==> src/rtl/iter_divider.sv <==
// -----------------------------------------------------------------------------
// iter_divider
//   Multi-cycle radix-2 restoring divider, the responder side of the ALU
//   start/ready divide handshake. The requester holds `start` high until it
//   sees `ready`, then latches Hi/Lo from `result`. One quotient bit is
//   produced per clock, so a divide takes WIDTH iterations. A zero divisor
//   is detected at capture and skips the iteration loop.
//
// Parameters
//   WIDTH       operand width; iteration count equals WIDTH
//
// Ports
//   clk         rising-edge clock
//   rst         asynchronous, active-low reset
//   signed_div  1 = signed divide (DIV), 0 = unsigned (DIVU); sampled at capture
//   opdata1     dividend
//   opdata2     divisor
//   start       request, held high until `ready` has been seen
//   annul       flush: abort any divide in progress and clear `result`
//   result      {remainder, quotient}: Hi = [2W-1:W], Lo = [W-1:0]
//   ready       `result` is valid for the current request
//
// States
//   state   | meaning
//   --------+---------------------------------------------------------------
//   IDLE    | waiting for start; operands captured on start & ~annul
//   DIVZERO | divisor was zero; result loads 0 on the way to END
//   ON      | one restoring iteration per cycle, counter 0 .. WIDTH-1
//   END     | result valid; ready asserted until start falls or annul
// -----------------------------------------------------------------------------
module iter_divider #(
  parameter int WIDTH = 32
) (
  input  logic                 clk,
  input  logic                 rst,
  input  logic                 signed_div,
  input  logic [WIDTH-1:0]     opdata1,
  input  logic [WIDTH-1:0]     opdata2,
  input  logic                 start,
  input  logic                 annul,
  output logic [2*WIDTH-1:0]   result,
  output logic                 ready
);

  localparam int CW = (WIDTH > 1) ? $clog2(WIDTH) : 1;
  localparam logic [CW-1:0] CNT_LAST = CW'(WIDTH - 1);

  typedef enum logic [1:0] {
    IDLE    = 2'd0,
    DIVZERO = 2'd1,
    ON      = 2'd2,
    END     = 2'd3
  } state_t;

  state_t             state_q, state_d;
  logic [CW-1:0]      cnt_q, cnt_d;
  logic               neg_a_q, neg_a_d;   // dividend was negative (signed mode only)
  logic               neg_b_q, neg_b_d;   // divisor was negative (signed mode only)
  logic [WIDTH-1:0]   dvs_q, dvs_d;       // divisor magnitude
  logic [WIDTH-1:0]   rem_q, rem_d;       // partial remainder
  logic [WIDTH-1:0]   dvd_q, dvd_d;       // dividend bits shifting out, quotient bits shifting in
  logic [2*WIDTH-1:0] result_q, result_d;
  logic               ready_q, ready_d;

  // Iteration datapath
  logic [WIDTH:0]     shifted;
  logic               fits;
  logic [WIDTH-1:0]   diff;
  logic [WIDTH-1:0]   rem_next;
  logic [WIDTH-1:0]   quo_next;
  logic [WIDTH-1:0]   rem_fix;
  logic [WIDTH-1:0]   quo_fix;

  function automatic logic [WIDTH-1:0] magnitude(input logic [WIDTH-1:0] v,
                                                 input logic             neg);
    return neg ? (~v + 1'b1) : v;
  endfunction

  // Shift {rem, dvd} left by one and trial-subtract the divisor from the top
  // WIDTH+1 bits. Because rem < divisor, a successful subtraction always
  // leaves a value below 2^WIDTH, so the modular WIDTH-bit difference is exact.
  always_comb begin
    shifted  = {rem_q, dvd_q[WIDTH-1]};
    fits     = (shifted >= {1'b0, dvs_q});
    diff     = shifted[WIDTH-1:0] - dvs_q;
    rem_next = fits ? diff : shifted[WIDTH-1:0];
    quo_next = {dvd_q[WIDTH-2:0], fits};
    // Quotient negative when operand signs differ; remainder follows the
    // dividend. Negating 2^(W-1) wraps to itself, giving the -2^(W-1)/-1 result.
    quo_fix  = (neg_a_q ^ neg_b_q) ? (~quo_next + 1'b1) : quo_next;
    rem_fix  = neg_a_q ? (~rem_next + 1'b1) : rem_next;
  end

  always_ff @(posedge clk or negedge rst) begin
    if (!rst) begin
      state_q <= IDLE;
    end else begin
      state_q <= state_d;
    end
  end

  always_comb begin
    state_d  = state_q;
    cnt_d    = cnt_q;
    neg_a_d  = neg_a_q;
    neg_b_d  = neg_b_q;
    dvs_d    = dvs_q;
    rem_d    = rem_q;
    dvd_d    = dvd_q;
    result_d = result_q;

    case (state_q)
      IDLE: begin
        if (start && !annul) begin
          neg_a_d = signed_div & opdata1[WIDTH-1];
          neg_b_d = signed_div & opdata2[WIDTH-1];
          dvd_d   = magnitude(opdata1, signed_div & opdata1[WIDTH-1]);
          dvs_d   = magnitude(opdata2, signed_div & opdata2[WIDTH-1]);
          rem_d   = '0;
          cnt_d   = '0;
          state_d = (opdata2 == '0) ? DIVZERO : ON;
        end
      end

      DIVZERO: begin
        if (!start) begin
          state_d = IDLE;
        end else begin
          result_d = '0;
          state_d  = END;
        end
      end

      ON: begin
        if (!start) begin
          state_d = IDLE;
        end else begin
          rem_d = rem_next;
          dvd_d = quo_next;
          cnt_d = cnt_q + CW'(1);
          if (cnt_q == CNT_LAST) begin
            result_d = {rem_fix, quo_fix};
            state_d  = END;
          end
        end
      end

      END: begin
        if (!start) begin
          state_d = IDLE;
        end
      end

      default: begin
        state_d = IDLE;
      end
    endcase

    // Flush wins over everything, including a concurrent start.
    if (annul) begin
      state_d  = IDLE;
      result_d = '0;
    end
  end

  // ready lags END entry by one cycle and drops on the edge that sees start
  // fall or annul rise.
  assign ready_d = (state_q == END) && start && !annul;

  always_ff @(posedge clk or negedge rst) begin
    if (!rst) begin
      cnt_q    <= '0;
      neg_a_q  <= 1'b0;
      neg_b_q  <= 1'b0;
      dvs_q    <= '0;
      rem_q    <= '0;
      dvd_q    <= '0;
      result_q <= '0;
      ready_q  <= 1'b0;
    end else begin
      cnt_q    <= cnt_d;
      neg_a_q  <= neg_a_d;
      neg_b_q  <= neg_b_d;
      dvs_q    <= dvs_d;
      rem_q    <= rem_d;
      dvd_q    <= dvd_d;
      result_q <= result_d;
      ready_q  <= ready_d;
    end
  end

  assign result = result_q;
  assign ready  = ready_q;

endmodule

==> config.mk <==
export PLATFORM = sky130hd
export DESIGN_NAME = iter_divider
export DESIGN_NICKNAME = d
export VERILOG_FILES = /design/src/rtl/iter_divider.sv
export SDC_FILE = /design/constraint.sdc
export NUM_CORES = 1
export LEC_CHECK = 0
export BUFFER_PORTS_ARGS = -buffer_cell sky130_fd_sc_hd__buf_2
export CORE_ASPECT_RATIO = 1.75
export CORE_MARGIN = 2
export CORE_UTILIZATION = 60
export CTS_BUF_LIST = sky130_fd_sc_hd__clkbuf_16
export CTS_CLUSTER_DIAMETER = 200
export CTS_CLUSTER_SIZE = 16
export DETAILED_ROUTE_END_ITERATION = 16
export PLACE_DENSITY = 0.81
export SYNTH_ARGS = -nofsm -noshare
export SYNTH_HDL_FRONTEND = slang
export SYNTH_SLANG_ARGS = --single-unit
export TNS_END_PERCENT = 20
==> constraint.sdc <==
create_clock -name clk -period 12.5 [get_ports clk]
set_clock_uncertainty 0.1 [all_clocks]
set_input_delay 1.875 -clock clk [delete_from_list [all_inputs] [get_ports clk]]
set_output_delay 1.875 -clock clk [all_outputs]
set_load 0.01 [all_outputs]
==> results.toml, run 1 <==
[yosys]
synth.yosys.warnings = 0
synth.yosys.seq_area_share_pct = 35.9
avgSynthCellArea_um2 = 8.25
synth_flop_cell = "sky130_fd_sc_hd__dfrtp_1"
number_of_enable_flip_flop_cells_after_synthesis = 0
total_of_flip_flops_plus_latches_after_synthesis = 170
netlist_area_mm2 = 0.0119
synth_async_sr_flop_share_pct = 100
synth_cell_type_count = 79
syn-instance-count = 1438
synth_nets = 1551

[cts]
cts_tree = "done"
cts_made_buffers = 17
clock_sinks = 170
post-cts-setup-buffer-count = 0
clock_path_buffers = 2
path_clk_slew_ps = 70
cts-root-buf = "sky130_fd_sc_hd__clkbuf_16"
ctsHoldBuffers = 0
skew_pair_late_insertion_delay_ps = 450
cts.htree.levels = 4
number_of_gates_resized_after_cts = 0

[timing]
worst_relative_slew_slack_pct = 22.8
finalCritPeriodShare_pct = 44.1
grt_setup_unrepaired = "false"
max_slew.worst_pin.slew_ps = 1150
final_period_minus_worst_setup_slack_ps = 5520
finalMaxSlewViolations = 0
max_freq_ghz = 0.181
final.setup.tns_ps = 0
holdWs_ps = 378
hold_viol_final = 0
finalSetupViolCount = 0

[placed_design]
detailed_place.area_mm2 = 0.0126
dp_hpwl_um = 25900
place_congestion = 1.02
place.port_buffers = 133

[drt]
vias = 11100
remaining_design_rule_violation_count = 0
number_of_detailed_route_iterations_in_the_first_pass = 5
route.antenna.remaining_nets = 0
initialDrtViolationCount = 663
routed_wire_length_um = 35100
average_routed_wire_per_standard_cell_um = 19.7
vias_per_cell = 6.23

[setup_path]
worst_setup_path_start_kind = "register"
crit_path_class = "reg -> reg"
cp.arrival_ps = 5740
cp.required_ps = 12720
critical_path.max_fanout = 57
end_kind = "register"

[die]
top_level_pins = 134
rows = 68
die_boundary_width_um = 110
fp.dieH_um = 190
dieArea_mm2 = 0.0210
area_of_the_core_region_mm2 = 0.0196
initial_utilization_pct = 60.6

[global_routing]
global_route.overflow_total = 0
globalRouteTotalUtil_pct = 35.3
antenna_found_initial = 1
first_global_vias = 11200
grt_first_pass_wirelength_um = 56200
grt_start_max_net_pins = 91

[final_layout]
leading_cell_types_in_the_layout_fill_and_taps_excluded = "sky130_fd_sc_hd__nand2_1 (205), sky130_fd_sc_hd__o21ai_0 (171), sky130_fd_sc_hd__dfrtp_1 (170)"
area_growth_syn_to_layout_pct = 11.1
final_area_mm2 = 0.0132
final_net_count = 1634
final_common_cell = "sky130_fd_sc_hd__nand2_1"
final_layout_size_suffix_gt1_share_pct = 14.0
antenna-diode-count = 0
post-route-util_pct = 67.3

[flow_run]
drv.max_cap_violation_count = 0

[power_and_ir_drop]
leakage_uw = 0.00599
ir_drop_uv = 211
report.power.total_uw = 4040
powerDensity_mw_per_mm2 = 307

[hold_path]
timing.hold.worst.class = "reg -> reg"

[outcome]
run_status = "completed"
## per-stage QoR
step,std cells,setup slack (ps)
3_3_place_gp,1747,7230
3_5_place_dp,1747,7070
5_1_grt,1779,6680
4_1_cts,1779,7070
2_1_floorplan,1438,8270
6_report,1779,6980
## sequential cells by signal, summed over array words and instances, names as in the netlist
name	flops
cnt_q	5
dvd_q	32
dvs_q	32
neg_a_q	1
neg_b_q	1
ready	1
rem_q	32
result	64
state_q	2
## worst paths after layout
path                             from          to  slack (ps)  depth (start not counted)
max in group asynchronous         rst  result[15]        9340                          2
min in group asynchronous         rst   dvs_q[13]        1410                          1
min reg2reg                result[13]  result[13]         380                          2
min                        result[13]  result[13]         380                          2
max reg2reg                  rem_q[5]  result[58]        6980                         18
max                          rem_q[5]  result[58]        6980                         18
## where the power goes
group	internal, µW	total [µW]	switching [µW]
clock	293	527	233
sequential	685	858	174
combinational	967	2660	1690
## area by class of cell
class,instances,area [µm²]
repair buffers,143,747
inverters,51,191
well taps,245,307
fillers,1710,6400
clock inverters,15,150
multi-input cells,1138,7100
flip-flops and latches,170,4250
clock buffers,17,425
## cell usage after synthesis (21+ instances only)
| cell | n | area, µm² |
|---|---|---|
| sky130_fd_sc_hd__o22ai_1 | 28 | 175 |
| sky130_fd_sc_hd__xor2_1 | 69 | 604 |
| sky130_fd_sc_hd__nor3_1 | 29 | 145 |
| sky130_fd_sc_hd__clkbuf_1 | 55 | 206 |
| sky130_fd_sc_hd__nor4_1 | 22 | 138 |
| sky130_fd_sc_hd__nor2_1 | 105 | 394 |
| sky130_fd_sc_hd__xnor2_1 | 80 | 701 |
| sky130_fd_sc_hd__dfrtp_1 | 170 | 4250 |
| sky130_fd_sc_hd__nand2_1 | 206 | 773 |
| sky130_fd_sc_hd__o21ai_1 | 25 | 125 |
| sky130_fd_sc_hd__mux2i_1 | 21 | 210 |
| sky130_fd_sc_hd__inv_1 | 50 | 188 |
| sky130_fd_sc_hd__a21oi_1 | 92 | 460 |
| sky130_fd_sc_hd__ha_1 | 43 | 538 |
| sky130_fd_sc_hd__o21ai_0 | 171 | 856 |
## metal layers
layer / GRT usage, % / share of wire [%] / vias up
met5: 0 / 0.028 / -
met4: 32.1 / 10 / 2
met3: 6.54 / 4.9 / 172
met2: 59.6 / 51 / 386
met1: 35.5 / 34 / 5286
li1: - / - / 5239
## critical path, stage by stage (launching register included)
cell,delay [ps]
sky130_fd_sc_hd__dfrtp_1,420
sky130_fd_sc_hd__ha_1,440
sky130_fd_sc_hd__a21oi_1,290
sky130_fd_sc_hd__o21ai_1,180
sky130_fd_sc_hd__a22o_1,270
sky130_fd_sc_hd__o311ai_1,310
sky130_fd_sc_hd__nand3_2,100
sky130_fd_sc_hd__buf_4,370
sky130_fd_sc_hd__inv_2,670
sky130_fd_sc_hd__mux2i_1,350
sky130_fd_sc_hd__ha_1,220
sky130_fd_sc_hd__nand2_1,70
sky130_fd_sc_hd__nor4_1,390
sky130_fd_sc_hd__nand4_2,210
sky130_fd_sc_hd__o22ai_2,350
sky130_fd_sc_hd__nand4_2,200
sky130_fd_sc_hd__o21ai_1,200
sky130_fd_sc_hd__xor2_1,160
sky130_fd_sc_hd__o21ai_1,70
## logic make-up (layout without fill, tap and decap cells)
kind of cell               after synthesis  count (layout)  synth area share (%)
buffers and inverters                  130             226                  4.44
DFF                                    170             170                  35.9
and+or+nand+nor                        492             492                  19.7
adders and majority gates               44              44                  4.71
AOI/OAI and AO/OA                      430             430                  22.3
xor gates and xnor gates               149             149                  11.0
muxes                                   23              23                  1.96
Power figures use the tool's default switching activity.
==> run 2: changes to the inputs <==
==> constraint.sdc (replaced) <==
create_clock -name clk -period 5.6 [get_ports clk]
set_clock_uncertainty 0.1 [all_clocks]
set_input_delay 0.84 -clock clk [delete_from_list [all_inputs] [get_ports clk]]
set_output_delay 0.84 -clock clk [all_outputs]
set_load 0.01 [all_outputs]
==> run 2 against run 1 <==
  * Sequential power grew 120%
  * Wire length shrank 1.1%
  * Highest routed layer is now met4
  * Critical endpoint unchanged
  * Critical path type unchanged
  * Final cell count grew 0.22%
  * Non-clock buffer count grew 4
==> results.toml, run 2 (synthesis gave the netlist of run 1 again) <==
[die]
area_of_the_core_region_mm2 = 0.0196
rows = 68
initial_utilization_pct = 60.6
top_level_pins = 134
die_boundary_width_um = 110
fp.dieH_um = 190
dieArea_mm2 = 0.0210

[global_routing]
antenna_found_initial = 0
grt_first_pass_wirelength_um = 55500
global_route.overflow_total = 0
globalRouteTotalUtil_pct = 34.8
first_global_vias = 11100
grt_start_max_net_pins = 82

[power_and_ir_drop]
report.power.total_uw = 8950
powerDensity_mw_per_mm2 = 679
p_sw_share_pct = 51.8
ir_drop_uv = 412
share_seq_of_total_power_pct = 21.4
leakage_uw = 0.00600
p_comb_share_pct = 66.0
power.net_switching_uw = 4630
p_int_uw = 4310
pwr-share-clk_pct = 12.7

[setup_path]
crit_buf_inv = 2
crit_path_class = "reg -> reg"
r2r_startpoint = "rem_q[5]"
cp.required_ps = 5820
worst_setup_path_startpoint = "rem_q[5]"
critical_path.max_fanout = 28
cp_top_family = "compound AO/OA/AOI/OAI gates"
critPathMostFrequentCell = "sky130_fd_sc_hd__o21ai_1"
worst_setup_path_start_kind = "register"
cp.arrival_ps = 4730
end_kind = "register"
slowest_stage = "sky130_fd_sc_hd__ha_1"
crit_path_cell_trace = "ha_1, a21oi_1, o21ai_1, a22o_1, o311ai_1, nand3_2, buf_4, nor2_1, a21oi_1, inv_1, ha_1, nand2_1, nor4_1, nand4_2, o22ai_2, nand4_2, o21ai_1, xor2_1, o21ai_1"
critPathMaxStageDelay_ps = 440

[cts]
cts_made_buffers = 17
cts.htree.levels = 4
clock_path_buffers = 2
cts-root-buf = "sky130_fd_sc_hd__clkbuf_16"
clock_sinks = 170
post-cts-setup-buffer-count = 0
cts_tree = "done"
skew_pair_late_insertion_delay_ps = 450
number_of_gates_resized_after_cts = 0
ctsHoldBuffers = 0
path_clk_slew_ps = 70

[final_layout]
final_layout_size_suffix_gt1_share_pct = 14.2
final_net_count = 1638
area_growth_syn_to_layout_pct = 11.1
leading_cell_types_in_the_layout_fill_and_taps_excluded = "sky130_fd_sc_hd__nand2_1 (205), sky130_fd_sc_hd__o21ai_0 (171), sky130_fd_sc_hd__dfrtp_1 (170)"
post-route-util_pct = 67.3
largest_register_ff_count = 64
final_common_cell = "sky130_fd_sc_hd__nand2_1"
antenna-diode-count = 0

[drt]
vias = 11100
remaining_design_rule_violation_count = 0
average_routed_wire_per_standard_cell_um = 19.5
number_of_detailed_route_iterations_in_the_first_pass = 5
initialDrtViolationCount = 676
route.antenna.remaining_nets = 0
routed_wire_length_um = 34700
vias_per_cell = 6.21

[flow_run]
drv.max_cap_violation_count = 0

[outcome]
run_status = "completed"

[placed_design]
place_congestion = 1.02
dp_hpwl_um = 25900
place.port_buffers = 133

[timing]
finalCritPeriodShare_pct = 80.7
grt_setup_unrepaired = "false"
finalMaxSlewViolations = 0
holdWs_ps = 307
worst_relative_slew_slack_pct = 17.5
max_slew.worst_pin.slew_ps = 1210
finalSetupViolCount = 0
max_freq_ghz = 0.221
final_period_minus_worst_setup_slack_ps = 4520
hold_viol_final = 0
final.setup.tns_ps = 0

[hold_path]
timing.hold.worst.class = "in -> async"
-- run 2: power groups by stage --
stage,combinational [µW],clock (µW),sequential (µW)
global placement,5660,0,1910
global route,6410,1190,1950
finish,5900,1130,1910
detailed placement,5740,0,1920
CTS,5810,1140,1900
floorplan,4410,0,1790
-- run 2: area by class of cell --
cell class / count / area (µm²)
flip-flops and latches: 170 / 4250
clock inverters: 15 / 125
fillers: 1690 / 6390
clock buffers: 17 / 425
multi-input cells: 1138 / 7100
well taps: 245 / 307
inverters: 51 / 191
repair buffers: 147 / 777
-- run 2: per-layer routing --
layer | routed length [µm] | up-vias | track usage [%]
met5 | 0 | - | 0
met4 | 3580 | 0 | 31.2
met3 | 1660 | 155 | 6.10
met2 | 17800 | 391 | 59.5
met1 | 11700 | 5286 | 34.8
li1 | - | 5249 | -
-- run 2: final timing paths --
check                        endpoint  slack, ps  cells past startpoint
setup / recovery           result[58]       1080                     19
hold / removal              dvs_q[13]        310                      1
setup reg to reg           result[58]       1080                     19
hold reg to reg             result[3]        380                      2
max in group asynchronous   result[0]       3950                      2
min in group clk            result[3]        380                      2
-- run 2: worst reg2reg max path: stages (launching register included) --
cell and delay (ps):
sky130_fd_sc_hd__dfrtp_1 420, sky130_fd_sc_hd__ha_1 440, sky130_fd_sc_hd__a21oi_1 280, sky130_fd_sc_hd__o21ai_1 160, sky130_fd_sc_hd__a22o_1 250, sky130_fd_sc_hd__o311ai_1 290, sky130_fd_sc_hd__nand3_2 130, sky130_fd_sc_hd__buf_4 280
sky130_fd_sc_hd__nor2_1 120, sky130_fd_sc_hd__a21oi_1 50, sky130_fd_sc_hd__inv_1 90, sky130_fd_sc_hd__ha_1 180, sky130_fd_sc_hd__nand2_1 70, sky130_fd_sc_hd__nor4_1 370, sky130_fd_sc_hd__nand4_2 250, sky130_fd_sc_hd__o22ai_2 300
sky130_fd_sc_hd__nand4_2 170, sky130_fd_sc_hd__o21ai_1 200, sky130_fd_sc_hd__xor2_1 160, sky130_fd_sc_hd__o21ai_1 70
-- run 2: through the flow --
step / setup WS (ps) / cell area, µm² / instances
floorplan: 1380 / 11900 / 1438
global placement: 1230 / 12600 / 1751
detailed placement: 1140 / 12600 / 1751
CTS: 1100 / 13200 / 1783
global route: 702 / 13200 / 1783
finish: 1080 / 13200 / 1783
